### config.mk
export PLATFORM = sky130hd
export DESIGN_NAME = alu_pipe
export DESIGN_NICKNAME = d
export VERILOG_FILES = /design/src/rtl/alu_pipe.sv
export SDC_FILE = /design/constraint.sdc
export NUM_CORES = 1
export LEC_CHECK = 0
export ABC_AREA = 0
export CORE_ASPECT_RATIO = 0.9
export CORE_MARGIN = 1.5
export CORE_UTILIZATION = 45
export CTS_CLUSTER_DIAMETER = 30
export DETAILED_ROUTE_END_ITERATION = 6
export PLACE_DENSITY = 0.65
export SLEW_MARGIN = 0
export SYNTH_ARGS = -nofsm -noshare
export SYNTH_HDL_FRONTEND = slang
export SYNTH_SLANG_ARGS = --single-unit
### constraint.sdc
create_clock -name clk -period 4.8 [get_ports clk]
set_clock_uncertainty 0.05 [all_clocks]
set_input_delay 0.96 -clock clk [delete_from_list [all_inputs] [get_ports clk]]
set_output_delay 0.96 -clock clk [all_outputs]
set_load 0.02 [all_outputs]
### src/rtl/alu_pipe.sv
// Two-stage RV32I integer/branch/jump execution unit feeding the common result bus.
// Optional ALU_PERF_EN adds perf_ops/perf_taken retirement counters.
module alu_pipe (
   input  logic        clk,
   input  logic        rst,
   input  logic        rdy,
   input  logic        rollback,
   input  logic        in_config,
   input  logic [31:0] in_value_1,
   input  logic [31:0] in_value_2,
   input  logic [31:0] in_value_pc,
   input  logic [6:0]  in_opcode,
   input  logic [2:0]  in_precise,
   input  logic        in_more_precise,
   input  logic [31:0] in_imm,
   input  logic [3:0]  in_rob_entry,
   output logic        out_config,
   output logic [31:0] out_val,
   output logic [3:0]  out_rob_entry,
   output logic        out_branch,
   output logic        out_taken,
   output logic [31:0] out_target
`ifdef ALU_PERF_EN
   ,
   output logic [31:0] perf_ops,
   output logic [31:0] perf_taken
`endif
);

   localparam logic [6:0] OPC_LUI    = 7'b0110111;
   localparam logic [6:0] OPC_AUIPC  = 7'b0010111;
   localparam logic [6:0] OPC_JAL    = 7'b1101111;
   localparam logic [6:0] OPC_JALR   = 7'b1100111;
   localparam logic [6:0] OPC_BRANCH = 7'b1100011;
   localparam logic [6:0] OPC_OPIMM  = 7'b0010011;
   localparam logic [6:0] OPC_OP     = 7'b0110011;

   function automatic logic [31:0] alu_op(input logic [2:0] f3, input logic sub, input logic sra,
                                          input logic [31:0] a, input logic [31:0] b);
      logic signed [31:0] sa;
      logic signed [31:0] sb;
      sa = $signed(a);
      sb = $signed(b);
      case (f3)
         3'b000:  alu_op = sub ? (a - b) : (a + b);
         3'b001:  alu_op = a << b[4:0];
         3'b010:  alu_op = (sa < sb) ? 32'd1 : 32'd0;
         3'b011:  alu_op = (a < b) ? 32'd1 : 32'd0;
         3'b100:  alu_op = a ^ b;
         3'b101:  alu_op = sra ? 32'(sa >>> b[4:0]) : (a >> b[4:0]);
         3'b110:  alu_op = a | b;
         default: alu_op = a & b;
      endcase
   endfunction

   function automatic logic br_taken(input logic [2:0] f3, input logic [31:0] a, input logic [31:0] b);
      case (f3)
         3'b000:  br_taken = (a == b);
         3'b001:  br_taken = (a != b);
         3'b100:  br_taken = ($signed(a) < $signed(b));
         3'b101:  br_taken = ($signed(a) >= $signed(b));
         3'b110:  br_taken = (a < b);
         3'b111:  br_taken = (a >= b);
         default: br_taken = 1'b0;
      endcase
   endfunction

   logic        s1_valid_q;
   logic [31:0] s1_v1_q, s1_v2_q, s1_pc_q, s1_imm_q;
   logic [6:0]  s1_op_q;
   logic [2:0]  s1_f3_q;
   logic        s1_mp_q;
   logic [3:0]  s1_rob_q;

   logic        out_config_q, out_branch_q, out_taken_q;
   logic [31:0] out_val_q, out_target_q;
   logic [3:0]  out_rob_q;

   logic        val_branch_d, taken_d;
   logic [31:0] val_d, target_d, op2, pc4;
   logic        advance, load, emit;

   // Rollback overrides rdy; data registers only move on a live advance.
   assign advance = rdy & ~rollback;
   assign load    = advance & in_config;
   assign emit    = advance & s1_valid_q;

   // Stage 1: issue latch
   always_ff @(posedge clk) begin
      if (load) begin
         s1_v1_q  <= in_value_1;
         s1_v2_q  <= in_value_2;
         s1_pc_q  <= in_value_pc;
         s1_imm_q <= in_imm;
         s1_op_q  <= in_opcode;
         s1_f3_q  <= in_precise;
         s1_mp_q  <= in_more_precise;
         s1_rob_q <= in_rob_entry;
      end
   end

   // Stage 2: execute
   always_comb begin
      op2          = (s1_op_q == OPC_OP) ? s1_v2_q : s1_imm_q;
      pc4          = s1_pc_q + 32'd4;
      val_d        = 32'd0;
      val_branch_d = 1'b0;
      taken_d      = 1'b0;
      target_d     = pc4;
      case (s1_op_q)
         OPC_LUI:   val_d = s1_imm_q;
         OPC_AUIPC: val_d = s1_pc_q + s1_imm_q;
         OPC_JAL: begin
            val_d = pc4; val_branch_d = 1'b1; taken_d = 1'b1;
            target_d = s1_pc_q + s1_imm_q;
         end
         OPC_JALR: begin
            val_d = pc4; val_branch_d = 1'b1; taken_d = 1'b1;
            target_d = (s1_v1_q + s1_imm_q) & ~32'd1;
         end
         OPC_BRANCH: begin
            val_branch_d = 1'b1;
            taken_d      = br_taken(s1_f3_q, s1_v1_q, s1_v2_q);
            target_d     = s1_pc_q + s1_imm_q;
         end
         // Bit 30 selects SUB only for register-register ops; ADDI ignores it.
         OPC_OPIMM: val_d = alu_op(s1_f3_q, 1'b0, s1_mp_q, s1_v1_q, op2);
         OPC_OP:    val_d = alu_op(s1_f3_q, s1_mp_q, s1_mp_q, s1_v1_q, op2);
         default: ;
      endcase
   end

   always_ff @(posedge clk or negedge rst) begin
      if (!rst) begin
         s1_valid_q   <= 1'b0;
         out_config_q <= 1'b0;
         out_val_q    <= 32'd0;
         out_rob_q    <= 4'd0;
         out_branch_q <= 1'b0;
         out_taken_q  <= 1'b0;
         out_target_q <= 32'd0;
      end else if (rollback) begin
         s1_valid_q   <= 1'b0;
         out_config_q <= 1'b0;
      end else if (rdy) begin
         s1_valid_q   <= in_config;
         out_config_q <= s1_valid_q;
         if (emit) begin
            out_val_q    <= val_d;
            out_rob_q    <= s1_rob_q;
            out_branch_q <= val_branch_d;
            out_taken_q  <= taken_d;
            out_target_q <= target_d;
         end
      end
   end

`ifdef ALU_PERF_EN
   logic [31:0] perf_ops_q, perf_taken_q;

   always_ff @(posedge clk or negedge rst) begin
      if (!rst) begin
         perf_ops_q   <= 32'd0;
         perf_taken_q <= 32'd0;
      end else if (emit) begin
         perf_ops_q <= perf_ops_q + 32'd1;
         if (taken_d) perf_taken_q <= perf_taken_q + 32'd1;
      end
   end

   assign perf_ops   = perf_ops_q;
   assign perf_taken = perf_taken_q;
`endif

   assign out_config    = out_config_q;
   assign out_val       = out_val_q;
   assign out_rob_entry = out_rob_q;
   assign out_branch    = out_branch_q;
   assign out_taken     = out_taken_q;
   assign out_target    = out_target_q;

endmodule

==> results.toml <==
[layout]
layout-area-overhead-vs-synth_pct = 23.9
drive_above_1_share_pct = 9.93
nets = 3372
stdcell_count = 3715
nFillCells = 4548

[die]
coreArea_um2 = 48900
num_rows = 77
dieWidth_um = 237
dieArea_um2 = 50700
io_pins = 219
initial_utilization_pct = 45.3
die_y_um = 214

[route]
drt_pass_1_iters = 7
post-route-drc-count = 3
routed_wire_length_per_instance_um = 29.5
vias_per_cell = 6.75
detail_route.wirelength_um = 109000
detailroute.via_count = 25100
detailedRoute.firstIterationViolations = 3787
post_detailed_route_count_of_antenna_violating_nets = 0

[job]
timing.max_cap.violations = 0

[critical_path]
timing.critical_path.buf_inv = 3
setup.worst_path.end_class = "flop"
worst_ep_required_time_ps = 5190
critPathLaunchType = "flop"
critical-path-top-delay-family = "compound AO/OA/AOI/OAI gates"
worstPathMaxFanout = 23
critPathKind = "reg -> reg"
critical_path.cell_chain = "nand4b_1 -> buf_4 -> buf_4 -> nor3_4 -> buf_4 -> o21ai_0 -> o21ai_0 -> mux2i_1 -> o21ai_0 -> nor3_1 -> a211oi_1 -> a31oi_1 -> a221oi_1 -> o21ai_0"
critical_path.most_common_cell = "o21ai_0"
arrival_ps = 4930
critPathSlowestCell = "o21ai_0"
crit_path_max_incr_delay_ps = 630

[logic_synthesis]
synth_sequential_area_ratio_pct = 27.5
synth_top_cell_area_share_pct = 19.4
syn_avg_cell_area_um2 = 7.99
synthesis.instances = 2778
synth_top_area_cell = "edfxtp_1"
synth.yosys.warnings = 0
yosys_register_bits = 215
synth_net_count = 3114
synth.lib_cells_used.distinct = 95
synth_edf_count = 143
leading_register_cell_type_out_of_synthesis = "edfxtp_1"
ys_async_sr_fraction_pct = 33.5
netlist_area_um2 = 22200
synth_top_cells_by_area = "edfxtp_1 19%, ha_1 10%, dfrtp_1 8.1%, o21ai_0 6.7%, nand2_1 5.3%"

[clock_tree]
clkSlewWorstSetupHoldPaths_ps = 50
cts_max_level = 2
worst_skew_pair.late_latency_ps = 620
cts_tree = "done"
clk_path_buf_depth = 3
cts.root.buffer_cell = "clkbuf_16"
tritoncts_num_sinks = 215
tritoncts.num_buffers = 53

[pwr]
total_switching_power_mw = 2.78
power.share.switching_pct = 34.4
irDropWorstVdd_uv = 268
power.total_mw = 8.10
power.density_cell_area_nw_per_um2 = 295
comb_power_share_pct = 27.8
p_seq_share_pct = 28.3
internal-power_mw = 5.32
clockPowerShare_pct = 43.9
p_leak_nw = 11.3

[sta]
worst-slew-pin-transition_ps = 1260
period_minus_slack_ps = 4540
maxSlewViolCount = 0
hold_viol_final = 0
slew-limit-headroom_pct = 15.8
holdWs_ps = 345
setup_viol = 0
max_freq_ghz = 0.220
grt_setup_unrepaired = "no"
period_share_pct = 94.6

[grt]
grtUsageTotal_pct = 42.1
via_count_of_the_first_global_routing_pass = 23800
grt_first_pass_wirelength_um = 157000
grt_start_max_net_pins = 144
grt_antenna_before_repair = 5
globalRouteOverflowTotal = 0

[min_path]
timing.hold.worst.class = "in -> async"

[status]
violated_checks = "design-rule violations"
status = "finished, violations left"

[place]
portBuffers = 218
place.gp.congestion = 1.10
placed_cells = 3611
dp_hpwl_um = 85600
-- placed cells by master (no fill, tap or decap), drive strengths merged, types with 49 or more instances in the layout --
cell	Yosys	layout
edfxtp	143	143
dfrtp	72	72
nor2	208	208
a21oi	233	233
o21ai	304	304
a21o	69	69
buf	55	146
nand2	313	313
ha	185	185
nor3	74	74
o211ai	55	55
xnor2	82	82
mux2i	58	58
a31oi	49	49
clkdlybuf4s50	0	217
nand3	65	65
clkbuf	105	59
inv	154	161
-- final timing paths --
path	end	from	slack, ps	depth (start not counted)
max	out_val[9]$_DFFE_PN0P_	s1_op_q[6]$_DFFE_PP_	260	14
min	out_val[27]$_DFFE_PN0P_	rst	340	1
max reg2reg	out_val[9]$_DFFE_PN0P_	s1_op_q[6]$_DFFE_PP_	260	14
min reg2reg	out_rob_entry[3]$_DFFE_PN0P_	s1_rob_q[3]$_DFFE_PP_	390	2
max in group asynchronous	out_val[8]$_DFFE_PN0P_	rst	3400	2
min in group clk	out_rob_entry[3]$_DFFE_PN0P_	s1_rob_q[3]$_DFFE_PP_	390	2
-- power groups by stage --
stage	Combinational, mW	Clock, mW	Sequential (mW)
floorplan	1.20	0	2.36
global placement	2.14	0	2.32
detailed placement	2.16	0	2.32
CTS	2.17	3.60	2.29
global route	2.39	3.69	2.30
finish	2.25	3.56	2.29
-- synth_stat cells (48+ instances only) --
master / instances
clkbuf_1: 105
a21o_1: 69
dfrtp_1: 72
o21ai_0: 296
a21oi_1: 233
a31oi_1: 48
o211ai_1: 55
edfxtp_1: 143
mux2i_1: 58
xnor2_1: 82
nand3_1: 65
inv_1: 152
nor3_1: 70
ha_1: 185
nand2_1: 313
nor2_1: 206
-- routing by layer --
metal / vias up / wire length, µm / track usage, %
met5: - / 80 / 0
met4: 12 / 6320 / 21.6
met3: 357 / 13400 / 12.2
met2: 1806 / 47100 / 65.0
met1: 11900 / 42500 / 53.7
li1: 11000 / - / -
-- stage by stage --
stage,utilization [%],worst slack (ps),cell area [µm²],setup TNS [ps]
after global placement,52.4,133,25700,0
after CTS,56.1,135,27500,0
after detailed placement,52.4,50.9,25700,0
after global routing,56.2,25.5,27500,0
after floorplan,-,-68.4,22200,-68.4
final,56.2,262,27500,0
-- logic make-up (layout without fill, tap and decap cells) --
kind of cell	count (synthesis)	in the layout	share of synthesized area [%]
AO/OA/AOI/OAI	1052	1052	30.6
adder cells (fa/ha/maj)	188	188	10.7
multiplexers	80	80	4.29
flip-flops	215	215	27.5
XOR/XNOR	121	121	4.78
other	0	2	0
AND/OR/NAND/NOR	807	807	16.5
buffers and inverters	315	618	5.63
-- flip-flops by register name, summed over array words and instances, names as in the netlist --
name	count
s1_pc_q	32
s1_imm_q	32
s1_v1_q	32
out_config	1
out_branch	1
out_taken	1
out_val	32
s1_valid_q	1
s1_op_q	7
out_target	32
s1_v2_q	32
s1_rob_q	4
s1_mp_q	1
s1_f3_q	3
out_rob_entry	4
-- final cells by class --
type                       count  area [µm²]  share of cell area [%]
tap                          632         791                    2.88
clock buffer                  59        1360                    4.94
sequential                   215        6100                    22.2
antenna                        2        5.00                  0.0182
clock inverter                41         429                    1.56
timing repair buffer         363        3330                    12.1
multi-input combinational   2248       14900                    54.2
inverter                     155         587                    2.13
-- what timing repair did --
item / in CTS / in global routing
buffers inserted: 0 / 2
resized for setup: 1 / 6
setup endpoints to repair: 1 / 8
hold buffers: 0 / 0
cloned: 0 / 0
Note: power is estimated with default switching activity, not from simulation.
